[src/rtl/alu_mc.sv]
// alu_mc: registered Hack-style ALU with carry/overflow flags, valid/ready handshakes and a multi-cycle shift-add multiply
module alu_mc #(
  parameter int WIDTH = 16,
  localparam int CNT_W = $clog2(WIDTH + 1)
) (
  input  logic             clk,
  input  logic             reset,
  input  logic             in_valid,
  output logic             in_ready,
  input  logic [WIDTH-1:0] x,
  input  logic [WIDTH-1:0] y,
  input  logic             zx,
  input  logic             nx,
  input  logic             zy,
  input  logic             ny,
  input  logic             f,
  input  logic             no,
  input  logic             mul,
  output logic             out_valid,
  input  logic             out_ready,
  output logic [WIDTH-1:0] o,
  output logic             zr,
  output logic             ng,
  output logic             cy,
  output logic             ov
);
  typedef enum logic [1:0] {IDLE, BUSY, HOLD} state_t;
  state_t               state_q, state_d;
  logic [2*WIDTH-1:0]   a_q, a_d, acc_q, acc_d, acc_nxt;
  logic [WIDTH-1:0]     b_q, b_d, o_q, o_d, a_pre, b_pre, add_o, mul_o;
  logic [CNT_W-1:0]     cnt_q, cnt_d;
  logic                 no_q, no_d, zr_q, zr_d, ng_q, ng_d, cy_q, cy_d, ov_q, ov_d, last;
  logic [WIDTH:0]       sum;
  always_comb begin
    a_pre   = (zx ? '0 : x) ^ {WIDTH{nx}};
    b_pre   = (zy ? '0 : y) ^ {WIDTH{ny}};
    sum     = {1'b0, a_pre} + {1'b0, b_pre};
    add_o   = (f ? sum[WIDTH-1:0] : a_pre & b_pre) ^ {WIDTH{no}};
    acc_nxt = acc_q + (b_q[0] ? a_q : '0);
    mul_o   = acc_nxt[WIDTH-1:0] ^ {WIDTH{no_q}};
    last    = cnt_q == CNT_W'(WIDTH - 1);
    state_d = state_q;
    a_d     = a_q;
    b_d     = b_q;
    acc_d   = acc_q;
    cnt_d   = cnt_q;
    no_d    = no_q;
    o_d     = o_q;
    zr_d    = zr_q;
    ng_d    = ng_q;
    cy_d    = cy_q;
    ov_d    = ov_q;
    case (state_q)
      IDLE: begin
        if (in_valid && mul) begin
          state_d = BUSY;
          a_d     = {{WIDTH{1'b0}}, a_pre};
          b_d     = b_pre;
          acc_d   = '0;
          cnt_d   = '0;
          no_d    = no;
        end else if (in_valid) begin
          state_d = HOLD;
          o_d     = add_o;
          zr_d    = ~|add_o;
          ng_d    = add_o[WIDTH-1];
          cy_d    = f & sum[WIDTH];
          ov_d    = f & (a_pre[WIDTH-1] == b_pre[WIDTH-1]) & (sum[WIDTH-1] != a_pre[WIDTH-1]);
        end
      end
      BUSY: begin
        acc_d = acc_nxt;
        a_d   = a_q << 1;
        b_d   = b_q >> 1;
        cnt_d = cnt_q + CNT_W'(1);
        if (last) begin
          state_d = HOLD;
          o_d     = mul_o;
          zr_d    = ~|mul_o;
          ng_d    = mul_o[WIDTH-1];
          cy_d    = |acc_nxt[2*WIDTH-1:WIDTH];
          ov_d    = 1'b0;
        end
      end
      HOLD: state_d = out_ready ? IDLE : HOLD;
      default: state_d = IDLE;
    endcase
  end
  always_ff @(posedge clk) begin
    if (reset) begin
      state_q <= IDLE;
      a_q     <= '0;
      b_q     <= '0;
      acc_q   <= '0;
      cnt_q   <= '0;
      no_q    <= 1'b0;
      o_q     <= '0;
      zr_q    <= 1'b0;
      ng_q    <= 1'b0;
      cy_q    <= 1'b0;
      ov_q    <= 1'b0;
    end else begin
      state_q <= state_d;
      a_q     <= a_d;
      b_q     <= b_d;
      acc_q   <= acc_d;
      cnt_q   <= cnt_d;
      no_q    <= no_d;
      o_q     <= o_d;
      zr_q    <= zr_d;
      ng_q    <= ng_d;
      cy_q    <= cy_d;
      ov_q    <= ov_d;
    end
  end
  assign in_ready  = state_q == IDLE;
  assign out_valid = state_q == HOLD;
  assign o         = o_q;
  assign zr        = zr_q;
  assign ng        = ng_q;
  assign cy        = cy_q;
  assign ov        = ov_q;
endmodule

[config.mk]
export PLATFORM = sky130hd
export DESIGN_NAME = alu_mc
export DESIGN_NICKNAME = d
export VERILOG_FILES = /design/src/rtl/alu_mc.sv
export SDC_FILE = /design/constraint.sdc
export NUM_CORES = 1
export LEC_CHECK = 0
export BUFFER_PORTS_ARGS = -buffer_cell sky130_fd_sc_hd__buf_2
export CORE_MARGIN = 1.5
export CORE_UTILIZATION = 35
export CTS_CLUSTER_SIZE = 40
export DETAILED_ROUTE_END_ITERATION = 10
export GPL_TIMING_DRIVEN = 0
export MAX_ROUTING_LAYER = met4
export SYNTH_ARGS = -nofsm -noshare
export SYNTH_HDL_FRONTEND = slang
export SYNTH_SLANG_ARGS = --single-unit
export TNS_END_PERCENT = 10
[constraint.sdc]
create_clock -name clk -period 6.5 [get_ports clk]
set_clock_uncertainty 0.15 [all_clocks]
set_input_delay 0.975 -clock clk [delete_from_list [all_inputs] [get_ports clk]]
set_output_delay 0.975 -clock clk [all_outputs]
set_load 0.05 [all_outputs]
==> results of run 1 <==
[power groups by stage]
| stage | Sequential (mW) | Combinational, mW | Clock [mW] |
|---|---|---|---|
| CTS | 0.698 | 0.565 | 0.605 |
| global placement | 0.713 | 0.561 | 0 |
| floorplan | 0.743 | 0.381 | 0 |
| finish | 0.698 | 0.569 | 0.597 |
| global route | 0.701 | 0.616 | 0.632 |
| detailed placement | 0.713 | 0.562 | 0 |
[final timing paths]
check | start | endpoint | slack (ps) | depth (start not counted)
worst min register to register | o[6] | o[6] | 300 | 2
worst min-delay path | o[6] | o[6] | 300 | 2
worst max register to register | b_q[0] | cy | 1400 | 15
worst max-delay path | nx | zr | 1360 | 15
[cells in the mapped netlist (13+ instances only)]
| library cell | n |
|---|---|
| nor2b_1 | 13 |
| ha_1 | 49 |
| nor3_1 | 21 |
| a21oi_1 | 121 |
| a21o_1 | 21 |
| nor2_1 | 83 |
| and2_1 | 32 |
| clkbuf_1 | 58 |
| nand2_1 | 118 |
| xnor2_1 | 79 |
| inv_1 | 17 |
| nand3_1 | 49 |
| mux2i_1 | 18 |
| xor2_1 | 38 |
| dfxtp_1 | 107 |
| a22oi_1 | 37 |
| nand2b_1 | 26 |
| a31oi_1 | 14 |
| o21ai_0 | 22 |
[registers in the layout, indices dropped and copies added, names as in the netlist]
signal and flops:
cy 1, b_q 16, state_q 2, zr 1, acc_q 32, ov 1
cnt_q 5, o 16, no_q 1, a_q 32
[metal layers]
| layer | wire length, um | track usage [%] | up-vias |
|---|---|---|---|
| li1 | - | - | 3943 |
| met1 | 11800 | 27.4 | 3665 |
| met2 | 11700 | 34.2 | 212 |
| met3 | 1120 | 2.92 | 27 |
| met4 | 523 | 6.24 | 0 |
| met5 | 0 | - | - |
[worst max-delay path, cell delays in order]
cell	delay, ps
buf_4	200
buf_1	660
xnor2_1	270
ha_1	270
inv_1	70
fa_1	420
nor4b_1	420
nor4_1	150
nor2_1	250
a41oi_1	190
a21oi_1	260
xor2_1	100
mux2i_1	330
mux2_2	390
o41ai_2	310
[metrics by stage]
stage / cells / setup WS (ps) / utilization (%) / hold slack, ps / power [mW]
2_1_floorplan: 1075 / 1720 / - / 287 / 1.12
3_3_place_gp: 1455 / 983 / 38.6 / 289 / 1.27
3_5_place_dp: 1455 / 1010 / 38.6 / 292 / 1.28
4_1_cts: 1471 / 1370 / 39.9 / 303 / 1.87
5_1_grt: 1471 / 1080 / 39.9 / 324 / 1.95
6_report: 1471 / 1360 / 39.9 / 301 / 1.86
[cell families (layout without fill, tap and decap cells)]
logic type | after synthesis | count (layout) | synth area share, %
fa+ha+maj | 51 | 51 | 7.82
mux | 22 | 22 | 2.74
buf+inv | 94 | 171 | 4.49
simple gates | 398 | 398 | 23.5
flops | 107 | 107 | 25.6
compound gates | 280 | 280 | 21.9
xor+xnor | 123 | 123 | 13.9
[final cells by class]
type,instances,area [um2]
Buffer,77,312
Clock buffer,9,225
Clock inverter,7,92.6
Fill cell,2401,14100
Inverter,17,63.8
Multi-Input combinational cell,874,5840
Sequential cell,107,2140
Tap cell,319,399
Timing Repair Buffer,61,305
==> summary.md, run 1 <==
| Metric | Value |
|---|---|
| DRT Pass-1 Iters | `5` |
| Proportion of layout cells with a drive suffix above 1 | `9.03%` |
| DRC | `0` |
| Asr flop ratio synth | `0%` |
| Worst-Skew Late Latency | `370 ps` |
| Net count, final | `1241` |
| Final setup fails | `0` |
| Initial antenna violation count | `0` |
| Final Hold Viols | `0` |
| H-tree level count | `3` |
| Root buf cell | `clkbuf_16` |
| DRT Wirelength | `25100 um` |
| Area Growth Syn to Fin | `12.2%` |
| Cts bufs inserted | `9` |
| Pwr Density | `199 mW/mm2` |
| Post-synth EDFFs | `0` |
| Share of the synthesized area in the top cell type | `25.6%` |
| Vias in the first global route | `7301` |
| Buffers on Ports | `61` |
| Commonest cells after routing, fill and taps aside | `121 x a21oi_1, 118 x nand2_1, 107 x dfxtp_1` |
| Ranking of synthesized cells by area | `dfxtp_1 26%, xnor2_1 8.3%, ha_1 7.3%, a21oi_1 7.2%, nand2_1 5.3%` |
| IO Pins | `65` |
| Leakage | `3.65 nW` |
| CTS tree | `done` |
| Worst Hold Class | `reg2reg` |
| Predominant post-synthesis flop cell | `dfxtp_1` |
| Actual slew at the worst max-slew pin | `830 ps` |
| Synthesized area | `0.00835 mm2` |
| Slew HR | `44.6%` |
| NetSw | `0.667 mW` |
| Worst VDD drop | `0.144 mV` |
| Vias | `7847` |
| Fin crit period | `5140 ps` |
| Comb pwr share | `30.5%` |
| Grt ovf | `0` |
| Setup CP Type | `in2reg` |
| Sum of negative setup slack | `0 ps` |
| Reg clk slew, reported paths | `80 ps` |
| #FFs+latches synth | `107` |
| Max_cap viols | `0` |
| DR iter-0 viols | `640` |
| Antenna-violating nets left | `0` |
| Overall routing resource usage | `21.1%` |
| Sink Count | `107` |
| Fin. max-slew vios | `0` |
| Flop pwr share | `37.4%` |
| Largest net degree at the start of global routing | `21` |
| Core Rows | `56` |
| Vias per cell | `5.33` |
| DP HPWL | `20000 um` |
| Outcome | `complete, no violations` |
| CTS Hold Bufs | `0` |
| Post-synth net total | `1169` |
| Switching Fraction | `35.8%` |
| Ys Warns | `0` |
| Max Clock Freq | `194 MHz` |
| Synth Instances | `1075` |
| Fin area | `0.00938 mm2` |
| DIE AREA | `0.0248 mm2` |
| Commonest non-fill, non-tap cell in the layout | `a21oi_1` |
| CP Launch Type | `input port` |
| Post-CTS setup buffer count | `0` |
| Wire length per cell | `17.1 um` |
| Chip height | `157 um` |
| Global-route wire length before repair | `39400 um` |
| Biggest area consumer among synthesized cells | `dfxtp_1` |
| P_int | `1.20 mW` |
| Post_cts resized | `0` |
| Sequential fraction of the synthesis area | `25.6%` |
| Distinct cells, synth | `75` |
| Initial Util | `35.6%` |
| Worst setup EP type | `flip-flop` |
| Clock Tree Buf Depth | `2` |
| CP Data Required Time | `6620 ps` |
| Inserted Diodes | `0` |
| Average size of a mapped cell | `7.77 um2` |
| CP max FO | `10` |
| Placer Congestion | `0.899` |
| CORE AREA | `0.0235 mm2` |
| Power share of the clock group | `32.0%` |
| Data arrival, critical path | `5270 ps` |
| Unrepaired setup endpoints after global routing | `no` |
| Die width | `157 um` |
| Final Cycle Share | `79.1%` |
| Placed cell areas | `0.00906 mm2` |
No activity file was read; power rests on OpenSTA's default activity.
==> run 2: changes to the inputs <==
==> constraint.sdc (replaced) <==
create_clock -name clk -period 5.01 [get_ports clk]
set_clock_uncertainty 0.15 [all_clocks]
set_input_delay 0.7515 -clock clk [delete_from_list [all_inputs] [get_ports clk]]
set_output_delay 0.7515 -clock clk [all_outputs]
set_load 0.05 [all_outputs]
==> run 2 against run 1 <==
Effect of this change:
- non-clock buffer count shrank 1
- combinational power increased by 30%
- first-iteration DRC count is 11% lower
- register-to-register slack worse by 1100 ps
- via count is 0.38% lower
- routed wire length increased by 0.24%
- sequential power up 30%
- hold slack about the same
- critical path depth stayed put
- worst setup slack got worse by 1000 ps
- largest power group unchanged
==> summary.md, run 2 (synthesis gave the netlist of run 1 again) <==
| Metric | Value |
|---|---|
| Outcome | `complete, no violations (unchanged)` |
| Fin. max-slew vios | `0 (unchanged)` |
| Worst VDD drop | `0.190 mV (was 0.144 mV)` |
| Max_cap viols | `0 (unchanged)` |
| Top delay family on crit path | `compound AO/OA/AOI/OAI gates (was buffers and inverters)` |
| IO Pins | `65 (unchanged)` |
| Worst R2R End | `cy (unchanged)` |
| Fin worst setup slack | `343 ps (was 1360 ps)` |
| Proportion of layout cells with a drive suffix above 1 | `9.30% (was 9.03%)` |
| GRT met3 Usage | `2.84% (was 2.92%)` |
| Core Rows | `56 (unchanged)` |
| CTS tree | `done (unchanged)` |
| Hold WS | `301 ps (about the same)` |
| Area Growth Syn to Fin | `12.5% (was 12.2%)` |
| Worst setup startpoint | `b_q[0] (was nx)` |
| CP Data Required Time | `5090 ps (was 6620 ps)` |
| CP max FO | `10 (unchanged)` |
| Final Cycle Share | `93.2%` |
| Commonest non-fill, non-tap cell in the layout | `a21oi_1 (unchanged)` |
| DRT Pass-1 Iters | `5 (unchanged)` |
| Largest net degree at the start of global routing | `21 (unchanged)` |
| Die width | `157 um (unchanged)` |
| Critical path buffer and inverter count | `2 (was 3)` |
| Root buf cell | `clkbuf_16 (unchanged)` |
| GRT met2 Usage | `34.4% (was 34.2%)` |
| Initial antenna violation count | `0 (unchanged)` |
| Routing usage on met1 | `27.5% (was 27.4%)` |
| Slew HR | `52.5% (was 44.6%)` |
| Data arrival, critical path | `4750 ps (was 5270 ps)` |
| DIE AREA | `0.0248 mm2 (unchanged)` |
| Critical path depth | `15 (unchanged)` |
| Net count, final | `1240 (was 1241)` |
| Grt ovf | `0 (unchanged)` |
| Commonest cells after routing, fill and taps aside | `121 x a21oi_1, 118 x nand2_1, 107 x dfxtp_1 (unchanged)` |
| DR iter-0 viols | `572 (was 640)` |
| DRC | `0 (unchanged)` |
| Actual slew at the worst max-slew pin | `708 ps (was 830 ps)` |
| Chip height | `157 um (unchanged)` |
| Clock Tree Buf Depth | `2 (unchanged)` |
| Unrepaired setup endpoints after global routing | `no (unchanged)` |
| Cts bufs inserted | `9 (unchanged)` |
| CORE AREA | `0.0235 mm2 (unchanged)` |
| Inserted Diodes | `0 (unchanged)` |
| Most Crowded Layer GR | `met2 (unchanged)` |
| Dpl ws | `-260 ps (was 1010 ps)` |
| Setup CP Type | `reg2reg (was in2reg)` |
| Final setup fails | `0 (unchanged)` |
| Worst Hold Class | `reg2reg (unchanged)` |
| Max incr delay on CP | `470 ps (was 660 ps)` |
| Global-route wire length before repair | `39400 um (about the same)` |
| Vias per cell | `5.32 (was 5.33)` |
| Worst setup EP type | `flip-flop (unchanged)` |
| Top flop regs | `a_q: 32 flops, acc_q: 32 flops (unchanged)` |
| Leakage | `3.68 nW (was 3.65 nW)` |
| Overall routing resource usage | `21.2% (was 21.1%)` |
| Post-layout util | `40.1% (was 39.9%)` |
| Wire length per cell | `17.1 um (about the same)` |
| Fin crit period | `4670 ps` |
| Sink Count | `107 (unchanged)` |
| Placer Congestion | `0.899 (unchanged)` |
| Vias in the first global route | `7284 (was 7301)` |
| Worst hold stages | `2 (unchanged)` |
| DP HPWL | `20000 um (unchanged)` |
| CP max-delay cell | `dfxtp_1 (was buf_1)` |
| Antenna-violating nets left | `0 (unchanged)` |
| Reg-to-Reg Start | `b_q[0] (unchanged)` |
| Max Clock Freq | `214 MHz` |
| Worst-Skew Late Latency | `370 ps (about the same)` |
| Worst R2R Path Depth | `15 (unchanged)` |
| Post-CTS setup buffer count | `0 (unchanged)` |
| Worst-path cell chain | `clkbuf_2, and2_1, ha_1, clkbuf_1, a21o_1, a211oi_1, o21ai_0, a221oi_2, a21oi_1, o41ai_4, xnor2_1, nor4_1, nand4_1, nor4b_4, o41ai_1 (was buf_4, buf_1, xnor2_1, ha_1, inv_1, fa_1, nor4b_1, nor4_1, nor2_1, a41oi_1, a21oi_1, xor2_1, mux2i_1, mux2_2, o41ai_2)` |
| Vias | `7817 (was 7847)` |
| Sum of negative setup slack | `0 ps (unchanged)` |
| Critical Path Sink | `cy (was zr)` |
| DRT Wirelength | `25200 um (was 25100 um)` |
| Reg clk slew, reported paths | `80 ps (about the same)` |
| Worst R2R Setup Slack | `340 ps (was 1400 ps)` |
| Pwr Density | `258 mW/mm2 (was 199 mW/mm2)` |
| Final Hold Viols | `0 (unchanged)` |
| Initial Util | `35.6% (unchanged)` |
| H-tree level count | `3 (unchanged)` |
| CP Launch Type | `flip-flop (was input port)` |
| Buffers on Ports | `61 (unchanged)` |
| CTS Hold Bufs | `0 (unchanged)` |
run 2: cell types whose count changed in the layout (fill, tap and decap cells not counted), sizes merged:
cell	before	now
clkbuf	68	69
buf	79	77
run 2: tightest hold or removal path, cell delays in order (launching register included):
cell and delay, ps:
dfxtp_1 310, nand2_1 50, a21oi_1 50
run 2: per-stage QoR:
step | total power [mW] | cell area, um2 | instances
floorplan | 1.46 | 8350 | 1075
global placement | 1.65 | 9060 | 1455
detailed placement | 1.66 | 9060 | 1455
CTS | 2.42 | 9380 | 1471
global route | 2.53 | 9400 | 1470
finish | 2.42 | 9400 | 1470
run 2: repair_timing:
item                                   in CTS  in global routing
resized for setup                           1                  5
setup endpoints to repair                   1                  2
endpoints found under the hold margin       0                  0
pin swaps                                   0                  0
run 2: routing by layer:
metal	vias up	share of wire, %
met1	3652	47
met3	28	4.5
met2	201	46
li1	3936	-
met4	0	1.9
met5	-	0
run 2: worst min path at each step:
stage,startpoint,endpoint,slack (ps)
2_1_floorplan,b_q[10],b_q[10],290
4_1_cts,o[6],o[6],300
5_1_grt,o[6],o[6],320
3_3_place_gp,o[7],o[7],290
3_5_place_dp,o[6],o[6],290
6_report,o[6],o[6],300
run 2: final cells by class:
cell class                      instances  area (um2)
Sequential cell                       107        2140
Buffer                                 76         310
Inverter                               17        63.8
Multi-Input combinational cell        874        5860
Clock buffer                            9         225
Timing Repair Buffer                   61         305
Clock inverter                          7        92.6
Tap cell                              319         399
Fill cell                            2401       14100
run 2: report_power, final:
part / total (mW) / switching, mW / leakage, nW / internal [mW]
Sequential: 0.906 / 0.0228 / 0.867 / 0.883
Clock: 0.778 / 0.375 / 0.154 / 0.402
Combinational: 0.738 / 0.470 / 2.66 / 0.268
Total: 2.42 / 0.868 / 3.68 / 1.55
